File: src/rtl/vigna_bus_pkg.sv
// Shared definitions for the vigna bus arbiter: FSM state encoding, default
// bus widths and the grant-index width helper.
package vigna_bus_pkg;

  localparam int VIGNA_ADDR_W = 32;
  localparam int VIGNA_DATA_W = 32;

  typedef enum logic {
    ST_IDLE = 1'b0,
    ST_BUSY = 1'b1
  } arb_state_t;

  // Index width for n masters; never below one bit so n=1 stays legal.
  function automatic int idx_width(input int n);
    return (n > 1) ? $clog2(n) : 1;
  endfunction

endpackage

File: src/rtl/vigna_rr_pick.sv
// Combinational picker: first asserted request at or after `start`, wrapping
// modulo NUM_MASTERS. A start of zero degenerates to lowest-index priority.
module vigna_rr_pick
  import vigna_bus_pkg::*;
#(
  parameter int NUM_MASTERS = 2,
  parameter int IDX_W       = idx_width(NUM_MASTERS)
) (
  input  logic [NUM_MASTERS-1:0] req,
  input  logic [IDX_W-1:0]       start,
  output logic [IDX_W-1:0]       winner,
  output logic                   any
);

  localparam int PW = IDX_W + 1;

  logic [PW-1:0] pos;

  // NOTE: every output of an always_comb gets a default before any branch;
  // a path that leaves one unassigned would infer a latch.
  always_comb begin
    winner = '0;
    any    = 1'b0;
    pos    = '0;
    // Walk from the farthest offset back to the nearest so the nearest hit wins.
    for (int off = NUM_MASTERS - 1; off >= 0; off--) begin
      pos = {1'b0, start} + PW'(off);
      if (pos >= PW'(NUM_MASTERS)) begin
        pos = pos - PW'(NUM_MASTERS);
      end
      if (req[pos[IDX_W-1:0]]) begin
        winner = pos[IDX_W-1:0];
        any    = 1'b1;
      end
    end
  end

endmodule

File: src/rtl/vigna_bus_arbiter.sv
// N-to-1 arbiter for the vigna valid/ready bus, one transaction at a time.
// Define VIGNA_BUS_ARB_ROUND_ROBIN_EN for round-robin; default is fixed priority.
module vigna_bus_arbiter
  import vigna_bus_pkg::*;
#(
  parameter int NUM_MASTERS = 2,
  parameter int ADDR_W      = VIGNA_ADDR_W,
  parameter int DATA_W      = VIGNA_DATA_W
) (
  input  logic                            clk,
  input  logic                            reset,
  input  logic [NUM_MASTERS-1:0]          m_valid,
  output logic [NUM_MASTERS-1:0]          m_ready,
  input  logic [NUM_MASTERS*ADDR_W-1:0]   m_addr,
  input  logic [NUM_MASTERS*DATA_W-1:0]   m_wdata,
  input  logic [NUM_MASTERS*DATA_W/8-1:0] m_wstrb,
  output logic [DATA_W-1:0]               m_rdata,
  output logic                            s_valid,
  input  logic                            s_ready,
  output logic [ADDR_W-1:0]               s_addr,
  output logic [DATA_W-1:0]               s_wdata,
  output logic [DATA_W/8-1:0]             s_wstrb,
  input  logic [DATA_W-1:0]               s_rdata
);

  localparam int STRB_W = DATA_W / 8;
  localparam int IDX_W  = idx_width(NUM_MASTERS);

  arb_state_t       state;
  logic [IDX_W-1:0] grant;
  logic [IDX_W-1:0] start;
  logic [IDX_W-1:0] pick_idx;
  logic             pick_any;

`ifdef VIGNA_BUS_ARB_ROUND_ROBIN_EN
  logic [IDX_W-1:0] last;

  assign start = (last == IDX_W'(NUM_MASTERS - 1)) ? '0 : last + 1'b1;
`else
  assign start = '0;
`endif

  vigna_rr_pick #(
    .NUM_MASTERS (NUM_MASTERS),
    .IDX_W       (IDX_W)
  ) u_pick (
    .req    (m_valid),
    .start  (start),
    .winner (pick_idx),
    .any    (pick_any)
  );

  // NOTE: state registers use non-blocking assignments so every flop samples
  // the pre-edge values regardless of statement order.
  always_ff @(posedge clk) begin
    if (reset) begin
      state <= ST_IDLE;
      grant <= '0;
`ifdef VIGNA_BUS_ARB_ROUND_ROBIN_EN
      last  <= IDX_W'(NUM_MASTERS - 1);
`endif
    end else begin
      case (state)
        ST_IDLE: begin
          if (pick_any) begin
            grant <= pick_idx;
            state <= ST_BUSY;
          end
        end
        ST_BUSY: begin
          // A withdrawn request ends the grant without a completion.
          if (!m_valid[grant]) begin
            state <= ST_IDLE;
          end else if (s_ready) begin
            state <= ST_IDLE;
`ifdef VIGNA_BUS_ARB_ROUND_ROBIN_EN
            last  <= grant;
`endif
          end
        end
        default: state <= ST_IDLE;
      endcase
    end
  end

  // Slave side follows the granted master only while BUSY; IDLE drives zeros,
  // which keeps m_valid off the s_valid path during arbitration.
  always_comb begin
    s_valid = 1'b0;
    s_addr  = '0;
    s_wdata = '0;
    s_wstrb = '0;
    m_rdata = '0;
    m_ready = '0;
    if (state == ST_BUSY) begin
      s_valid        = m_valid[grant];
      s_addr         = m_addr[int'(grant) * ADDR_W +: ADDR_W];
      s_wdata        = m_wdata[int'(grant) * DATA_W +: DATA_W];
      s_wstrb        = m_wstrb[int'(grant) * STRB_W +: STRB_W];
      m_rdata        = s_rdata;
      m_ready[grant] = s_ready & m_valid[grant];
    end
  end

endmodule

File: config.mk
export PLATFORM = sky130hd
export DESIGN_NAME = vigna_bus_arbiter
export DESIGN_NICKNAME = d
export VERILOG_FILES = /design/src/rtl/vigna_bus_pkg.sv /design/src/rtl/vigna_rr_pick.sv /design/src/rtl/vigna_bus_arbiter.sv
export SDC_FILE = /design/constraint.sdc
export NUM_CORES = 1
export LEC_CHECK = 0
export ABC_AREA = 0
export BUFFER_PORTS_ARGS = -buffer_cell sky130_fd_sc_hd__clkbuf_2
export CORE_AREA = 5 5 105 107
export CTS_BUF_LIST = sky130_fd_sc_hd__clkbuf_2
export DETAILED_ROUTE_END_ITERATION = 16
export DIE_AREA = 0 0 110 112
export GPL_TIMING_DRIVEN = 1
export SYNTH_ARGS = -nofsm -noshare
export SYNTH_HDL_FRONTEND = slang
export SYNTH_SLANG_ARGS = --single-unit
File: constraint.sdc
create_clock -name clk -period 2.8 [get_ports clk]
set_input_delay 0.42 -clock clk [delete_from_list [all_inputs] [get_ports clk]]
set_output_delay 0.42 -clock clk [all_outputs]
set_load 0.01 [all_outputs]
## Word-level counts from Yosys, hierarchy flattened

Cells that the tools add are included.

- Register bits: 2
- Output and inout port bits: 103
- Word-level logic and storage cells: 29

- Magnitude comparators: 2
- Shift operators: 3
- Multiplexer cells: 17
- Bitwise gates (word level): 3
- Reduce and logical (&&, ||, !) cells: 2

Operators with widths:

| operator | number |
|---|---|
| indexed part select 64 x 7 -> 32 bit | 2 |
| two-way mux 32 bit | 3 |
| two-way mux 1 bit | 10 |
| indexed part select 8 x 4 -> 4 bit | 1 |
| two-way mux 4 bit | 1 |
| bitwise AND 2 bit | 1 |
| < comparator 1 x 2 -> 1 bit (second input constant) | 1 |
| two-way mux 2 bit | 1 |
| case mux 1 bit (2 select lines) | 1 |
| AND reduction 2 bit | 1 |
| bitwise AND 1 bit | 1 |
| demux 1 bit (select 1 bit) | 1 |
| >= comparator 1 bit (second input constant) | 1 |
| logical AND 1 bit | 1 |
| NOT 1 bit | 1 |

## Longest topological paths before layout

Gate-level depths: netlist (run 1).

- Depth in word-level cells: 6
- Mapped depth: 4

## By module

A second synthesis (run 1) with hierarchy kept.

- Cells, all modules: 203
- Area, all modules: 1527.7 um^2

By module, submodules not included:

| module | times used | cells an instance | area an instance (um^2) | seq. area each (um^2) |
|---|---|---|---|---|
| vigna_bus_arbiter | 1 | 200 | 1510.2 | 40.0 |
| vigna_rr_pick | 1 | 3 | 17.5 | 0.0 |

## Worst setup path after synthesis (run 1)

No wires, ideal clock.

- Path kind: register -> output
- From: register grant
- To: output port s_addr[0]
- Data arrival time: 0.875 ns
- Path slack: 1.505 ns
- Stages on the path, launching flop included: 5
- Path buffers: 2
- Cell sequence: dfxtp_1 -> buf_6 -> buf_8 -> mux2i_1 -> nor2_1

- Longest elaborated chain between the ends: 2

Ends and longest elaborated chain:

| what | line | source |
|---|---|---|
| start, declared | vigna_bus_arbiter.sv:30 | `logic [IDX_W-1:0] grant;` |
| start signal, assigned | vigna_bus_arbiter.sv:66 | `grant <= pick_idx;` |
| indexed part select 64 x 7 -> 32 bit | vigna_bus_arbiter.sv:97 | `s_addr = m_addr[int'(grant) * ADDR_W +: ADDR_W];` |
| two-way mux 32 bit | vigna_bus_arbiter.sv:95 | `if (state == ST_BUSY) begin` |
| end, declared | vigna_bus_arbiter.sv:20 | `output logic [ADDR_W-1:0] s_addr,` |

No other way between the ends.

## Worst setup path after layout (run 1)

- From: register grant
- To: output port s_wstrb[2]

- Longest elaborated chain between the ends: 2

Ends and longest elaborated chain:

| what | line | source |
|---|---|---|
| indexed part select 8 x 4 -> 4 bit | vigna_bus_arbiter.sv:99 | `s_wstrb = m_wstrb[int'(grant) * STRB_W +: STRB_W];` |
| two-way mux 4 bit | vigna_bus_arbiter.sv:95 |  |
| end, declared | vigna_bus_arbiter.sv:22 | `output logic [DATA_W/8-1:0] s_wstrb,` |

No other way between the ends.

==> results.toml, run 1 <==
[outcome]
status = "finished clean"

[finish]
fillers = 1142
multi_input_area_um2 = 1210
syn_to_final_growth_pct = 100
layout.nets = 637
final_core_util = 0.286
ff_latch_area_um2 = 43.8
final_cells = 599
layout-drive-gt1-share = 0.622
n_antenna_cell = 0

[worst_setup_path]
critPathMaxFanout = 40
end_kind = "primary output"
critPathSlowestCell = "dfxtp_4"
rr_worst_depth = 2
cp.arrival_ns = 1.71
startpoint_type = "flip-flop"
cpPeakStageDelay_ns = 0.69
rr_startpoint = "grant"
cp-startpoint = "grant"
path_cells = "buf_12 > mux2i_1 > nor2_1 > clkbuf_2"
path_class = "flip-flop to primary output"
cp.required_ns = 2.38

[power]
p_leak_nw = 1.67
switching_share = 0.471
p_per_area_nw_per_um2 = 222
p_int_uw = 338
ir_drop_mv = 0.321
p_clk_frac = 0.089
p_comb_frac = 0.835
seqPwrFrac = 0.076
p_sw_uw = 301

[synth]
ys_seq_elements = 2
yosys.area.top_type_share = 0.481
avgSynthCellArea_um2 = 7.18
postSynthCellCount = 200
ys_seq_area_frac = 0.0279
yosys_warnings = 0
synth_area_leaders = "mux2i_1 (48%), nor2_1 (18%), and2_1 (14%)"
ys_types = 18
syn_area_um2 = 1440
yosysTopAreaCell = "mux2i_1"
syn-num-nets = 373

[placement]
hpwl_mm = 6.77
dp.cells = 595
place_ws_ns = 0.874
gp_congestion = 0.719
numPortBuffers = 275

[timing]
setup-tns-final_ns = 0
hold_viol_final = 0
slew_headroom = 0.646
fin_crit_sh = 0.761
max_freq_ghz = 0.469
skew_ns = 0.0112
fin_crit_ns = 2.13
worst_pin_slew_ns = 0.531
finalSetupViolations = 0
slew_violations = 0
rsz0062_at_grt = "false"
fin_ws_ns = 0.670

[clock_network]
clock_latency_ns = 0.20
clock_tree.root_cell = "clkbuf_2"
clockBufferDepth = 2
clock_sinks = 2
hold_buffers = 0
path_clk_slew_ns = 0.04
cts_max_level = 1
cts_tree = "done"
numCtsBuffers = 3
ctsResizeCount = 0
cts_setup_buffers = 0

[route]
wl_mm = 7.62
ant_nets = 0
wl_per_cell_um = 12.7
vias = 2401
firstDrtPassIters = 3
via_per_inst = 4.01
drc = 0
drt_iter0_markers = 54

[grt]
grt_util_all_layers = 0.108
grt_antenna_before_repair = 0
grt_first_pass_wirelength_mm = 11.1
grt_max_degree = 71
grt-ovfl-total = 0
grt_pass1_vias = 2518

[die]
ios = 276
num_rows = 37
design.core.area_um2 = 10000
dieHeight_um = 112
dieArea_um2 = 12300
initial_core_util = 0.143
die_x_um = 110

[min_path]
hold_path_class = "input port to flip-flop"
min_from = "reset"
hold_depth = 2

[run]
drv_cap = 0
==> through the flow <==
stage,cell area (µm²),power [mW],hold slack [ns]
after floorplan,1440,0.342,0.486
after global placement,2860,0.576,0.614
after detailed placement,2860,0.589,0.623
after CTS,2880,0.649,0.411
after global routing,2880,0.697,0.417
final,2880,0.639,0.416
==> layout by cell type (no fill, tap or decap), drive strengths merged <==
cell and instances:
dfxtp 2, a221oi 1, clkbuf 279, mux2i 69
and4 2, inv 2, and2 32, nor2 70
nand2b 1, o32ai 1, buf 3, or2 1
==> path summary, 6_finish.rpt <==
| check | endpoint | slack (ns) |
|---|---|---|
| max reg2reg | state | 1.56 |
| max | s_wstrb[2] | 0.67 |
| min | grant | 0.42 |
| min reg2reg | grant | 0.72 |
==> flip-flops by register name, summed over array words and instances (netlist names) <==
register and flops:
grant 1, state 1
==> final cells by class <==
class / count / area share
timing repair buffer: 278 / 0.495
clock buffer: 4 / 0.00696
inverter: 2 / 0.00348
sequential: 2 / 0.0152
multi-input combinational: 177 / 0.420
tap: 136 / 0.0592
==> cells by family after synthesis <==
logic type | after synthesis | synth area share
buffers and inverters | 21 | 0.131
flip-flops | 2 | 0.0279
AND/OR/NAND/NOR | 106 | 0.344
AO/OA/AOI/OAI | 2 | 0.0165
multiplexers | 69 | 0.481
==> metal layers <==
| metal | GRT usage | vias to the layer above | routed length [µm] |
|---|---|---|---|
| met4 | 0.0166 | 0 | 33 |
| met3 | 0.0278 | 2 | 886 |
| li1 | - | 1186 | - |
| met5 | 0 | - | 0 |
| met2 | 0.219 | 147 | 3980 |
| met1 | 0.109 | 1066 | 2720 |
==> synthesized netlist by cell type <==
cell	count
buf_2	6
nor2_1	70
buf_8	6
o32ai_1	1
buf_12	1
inv_2	1
dfxtp_1	2
mux2i_1	69
inv_4	1
buf_4	2
and4_2	1
and2_1	32
nand2b_1	1
clkbuf_1	3
a221oi_2	1
and4_1	1
or2_2	1
buf_6	1
==> worst max-delay path, delay by kind of cell (launching register included) <==
| family | cells | cell delay [ns] |
|---|---|---|
| DFF | 1 | 0.69 |
| muxes | 1 | 0.23 |
| and+or+nand+nor | 1 | 0.06 |
| buffers and inverters | 2 | 0.47 |
==> power groups by stage <==
stage               Clock, mW  Sequential, mW  Combinational [mW]
floorplan                   0          0.0326               0.310
global placement            0          0.0487               0.528
detailed placement          0          0.0494               0.539
CTS                    0.0582          0.0489               0.542
global route           0.0619          0.0508               0.585
finish                 0.0571          0.0485               0.533
(Power assumes the default switching activity.)
==> inputs of run 2 (changes only) <==
clock period = 2.05 ns   (was 2.8 ns; I/O delays follow)
==> run 2 against run 1 <==
- cell count is 0.33% higher
- register-to-register slack got worse by 0.74 ns
- routed wire length up 1.6%
- worst hold slack got worse by 0.12 ns
- sequential power fell by 4%
- critical path depth unchanged
- clock power grew 41%
- critical path type unchanged
- largest cell class unchanged
- highest routed layer unchanged
==> results.toml, run 2 (same netlist as run 1, synthesis figures left out) <==
[route]
vias = 2419
top_layer = "met4"
drt_iter0_markers = 52
via_per_inst = 4.02
wl_mm = 7.74
met2_length_mm = 4.05
ant_nets = 0
met3WireLength_um = 996
wl_per_cell_um = 12.9
drc = 0
firstDrtPassIters = 4
wl_met1_mm = 2.62

[finish]
fillers = 1132
multi_input_area_um2 = 1210
layout_common_cells = "clkbuf_2 (279), nor2_1 (70), mux2i_1 (69), and2_1 (32), buf_4 (3)"
final_cells = 601
top_regs = "grant: 1 flops, state: 1 flops"
layout.nets = 639
layout-drive-gt1-share = 0.624
ff_latch_area_um2 = 43.8
n_antenna_cell = 0
syn_to_final_growth_pct = 101
layout_commonest_cell = "clkbuf_2"
final_core_util = 0.288
stdcell_area_um2 = 2890

[placement]
place_ws_ns = 0.564
gp_congestion = 0.737
numPortBuffers = 275
place_area_um2 = 2870
hpwl_mm = 6.92
dp.cells = 597

[grt]
grt_pass1_vias = 2486
grt_util_all_layers = 0.110
grt-ovfl-total = 0
grt_max_degree = 44
grt_first_pass_wirelength_mm = 11.2
grt_antenna_before_repair = 0

[die]
ios = 276
dieArea_um2 = 12300
num_rows = 37
initial_core_util = 0.143
die_x_um = 110
dieHeight_um = 112
design.core.area_um2 = 10000

[clock_network]
path_clk_slew_ns = 0.05
clock_tree.root_cell = "clkbuf_2"
clock_sinks = 2
hold_buffers = 0
cts_max_level = 1
cts_setup_buffers = 0
clockBufferDepth = 2
cts_tree = "done"
clock_latency_ns = 0.21
ctsResizeCount = 0
numCtsBuffers = 3

[timing]
rsz0062_at_grt = "false"
setup-tns-final_ns = 0
slew_headroom = 0.728
fin_crit_ns = 1.67
worst_pin_slew_ns = 0.408
hold_viol_final = 0
fin_ws_ns = 0.376
fin_hold_ws_ns = 0.298
finalSetupViolations = 0
fin_crit_sh = 0.817
max_freq_ghz = 0.597
skew_ns = 0.0123
slew_violations = 0

[worst_setup_path]
cpPeakStageDelay_ns = 0.37
cp_top_family = "buffers and inverters"
path_class = "flip-flop to primary output"
startpoint_type = "flip-flop"
critPathMaxFanout = 43
cp.arrival_ns = 1.37
cp.required_ns = 1.74
critPathSlowestCell = "dfxtp_4"
path_cells = "buf_12 > mux2i_1 > nor2_1 > clkbuf_2"
end_kind = "primary output"
timing.critical_path.buf_inv = 2

[outcome]
status = "finished clean"

[run]
drv_cap = 0

[power]
ir_drop_mv = 0.159
p_leak_nw = 1.68
p_total_uw = 877
p_per_area_nw_per_um2 = 303

[min_path]
hold_path_class = "input port to flip-flop"
-- run 2: layout make-up --
type | instances | share of cell area
timing repair buffer | 280 | 0.498
multi-input combinational | 177 | 0.418
tap | 136 | 0.0588
sequential | 2 | 0.0151
clock buffer | 4 | 0.00692
inverter | 2 | 0.00346
-- run 2: power breakdown --
group	switching, mW	internal (mW)	total (mW)
clock	0.0294	0.0513	0.0807
combinational	0.381	0.369	0.750
sequential	0.00374	0.0428	0.0466
total	0.414	0.463	0.877
-- run 2: final timing paths --
| check | to | depth (start not counted) | startpoint | slack, ns |
|---|---|---|---|---|
| worst max-delay path | s_valid | 4 | grant | 0.38 |
| worst min-delay path | grant | 2 | reset | 0.30 |
| worst max register to register | state | 3 | grant | 0.82 |
| worst min register to register | grant | 3 | grant | 0.72 |
-- run 2: worst reg2reg max path: cells and delay by family (launching register included) --
family | cells | cell delay, ns
mux | 1 | 0.32
buf+inv | 1 | 0.26
compound gates | 1 | 0.13
flops | 1 | 0.37
-- run 2: routing by layer --
metal  vias up  GRT usage
met5         -          0
met4         0     0.0349
met3         4     0.0330
met2       147      0.212
met1      1078      0.110
li1       1190          -
==> inputs of run 3 (changes only) <==
clock period = 1.4 ns   (was 2.05 ns; I/O delays follow)
==> run 3 against run 2 <==
- global-route usage rose by 0.26 points
- first-iteration DRC count is 7.7% higher
- worst setup slack got worse by 0.45 ns
- count of clock-buffer cells in the layout unchanged
- power increased by 60%
- the run now ends with setup timing left
- critical path type unchanged
- sequential share of layout area down 0.12 points
- sequential power grew 48%
- combinational power grew 63%
==> results.toml, run 3 (same netlist as run 1, synthesis figures left out) <==
[power]
p_per_area_nw_per_um2 = 449
ir_drop_mv = 0.297
p_leak_nw = 1.79

[worst_setup_path]
startpoint_type = "flip-flop"
cp-startpoint = "grant"
critPathSlowestCell = "dfxtp_4"
cp.arrival_ns = 1.26
critPathMaxFanout = 8
cpPeakStageDelay_ns = 0.36
rr_startpoint = "grant"
cp.required_ns = 1.19
path_cells = "buf_12 > clkbuf_16 > mux2i_1 > nor2_1 > clkbuf_2"
end_kind = "primary output"
path_class = "flip-flop to primary output"

[die]
dieArea_um2 = 12300
design.core.area_um2 = 10000
initial_core_util = 0.143
dieHeight_um = 112
die_x_um = 110
num_rows = 37
ios = 276

[placement]
place_area_um2 = 2910
numPortBuffers = 275
hpwl_mm = 6.97
gp_congestion = 0.760

[route]
via_per_inst = 4.06
ant_nets = 0
wl_met1_mm = 3.16
met3WireLength_um = 917
met2_length_mm = 4.19
drc = 0
firstDrtPassIters = 4
drt_iter0_markers = 56
wl_per_cell_um = 13.7
vias = 2486
top_layer = "met4"
wl_mm = 8.40

[clock_network]
clock_latency_ns = 0.20
cts_tree = "done"
clock_tree.root_cell = "clkbuf_2"
numCtsBuffers = 3
path_clk_slew_ns = 0.04
clockBufferDepth = 2
clock_sinks = 2
cts_max_level = 1
hold_buffers = 0

[run]
drv_cap = 0

[timing]
worst_pin_slew_ns = 0.294
slew_violations = 0
fin_crit_ns = 1.47
setup-tns-final_ns = -2.82
hold_viol_final = 0
skew_ns = 0.00856
slew_headroom = 0.804
max_freq_ghz = 0.680
fin_crit_sh = 1.05
finalSetupViolations = 70
fin_ws_ns = -0.0697
rsz0062_at_grt = "true"

[grt]
grt_pass1_vias = 2565
grt_util_all_layers = 0.113
grt_max_degree = 43
grt_antenna_before_repair = 1
grt_first_pass_wirelength_mm = 11.4
grt-ovfl-total = 0

[finish]
top_regs = "grant: 1 flops, state: 1 flops"
layout_commonest_cell = "clkbuf_2"
layout-drive-gt1-share = 0.637
syn_to_final_growth_pct = 118
stdcell_area_um2 = 3130
fillers = 1092
layout.nets = 650
layout_common_cells = "clkbuf_2 (271), nor2_1 (70), mux2i_1 (67), and2_1 (32), buf_2 (7)"
multi_input_area_um2 = 1220
ff_latch_area_um2 = 43.8

[outcome]
status = "complete, but fails checks"
violations = "setup timing"

[min_path]
min_from = "reset"
hold_path_class = "input port to flip-flop"
[run 3: cell count changes in the layout (fill, tap and decap cells not counted), moves of 3 or more]
| cell | change |
|---|---|
| clkbuf_2 | -8 |
| buf_2 | +7 |
| clkbuf_16 | +4 |
| buf_6 | +3 |
[run 3: path summary, 6_finish.rpt]
check	end	slack, ns	cells past startpoint
min reg2reg	state	0.74	2
min	grant	0.20	2
max reg2reg	grant	0.37	4
max	s_addr[4]	-0.07	5
[run 3: final cells by class]
type                    instances  area share
diodes                          1    0.000800
clock buffers                   4     0.00640
inverters                       2     0.00320
multi-input cells             177       0.389
flip-flops and latches          2      0.0140
well taps                     136      0.0544
repair buffers                291       0.532
[run 3: stage by stage]
step	setup WS, ns	utilization	hold slack, ns	total power, mW	instances
after floorplan	0.315	-	0.276	0.684	200
after global placement	0.180	0.289	0.402	1.18	600
after detailed placement	0.128	0.289	0.410	1.20	600
after CTS	-0.100	0.291	0.191	1.32	604
after global routing	-0.152	0.311	0.199	1.54	613
final	-0.0697	0.311	0.203	1.41	613
[run 3: where the power goes]
group	leakage, nW	internal [mW]	switching, mW
clock	0.0166	0.0749	0.0397
combinational	1.75	0.634	0.588
sequential	0.0173	0.0628	0.00610
total	1.79	0.772	0.634
[run 3: per-layer routing]
layer	track usage	vias to the layer above
li1	-	1217
met1	0.116	1100
met2	0.212	159
met3	0.0301	10
met4	0.0432	0
met5	0	-
[run 3: critical path: cells and delay by family, from the launching register on]
kind,cells,cell delay [ns]
buffers and inverters,3,0.45
flip-flops,1,0.36
AND/OR/NAND/NOR,1,0.06
multiplexers,1,0.19
[run 3: repair_timing]
action	in CTS	in global routing
pin swaps	0	6
hold endpoints to repair	0	0
gates cloned	0	6
gates resized for setup	0	20
endpoints found under the setup margin	69	71
buffers inserted	0	2
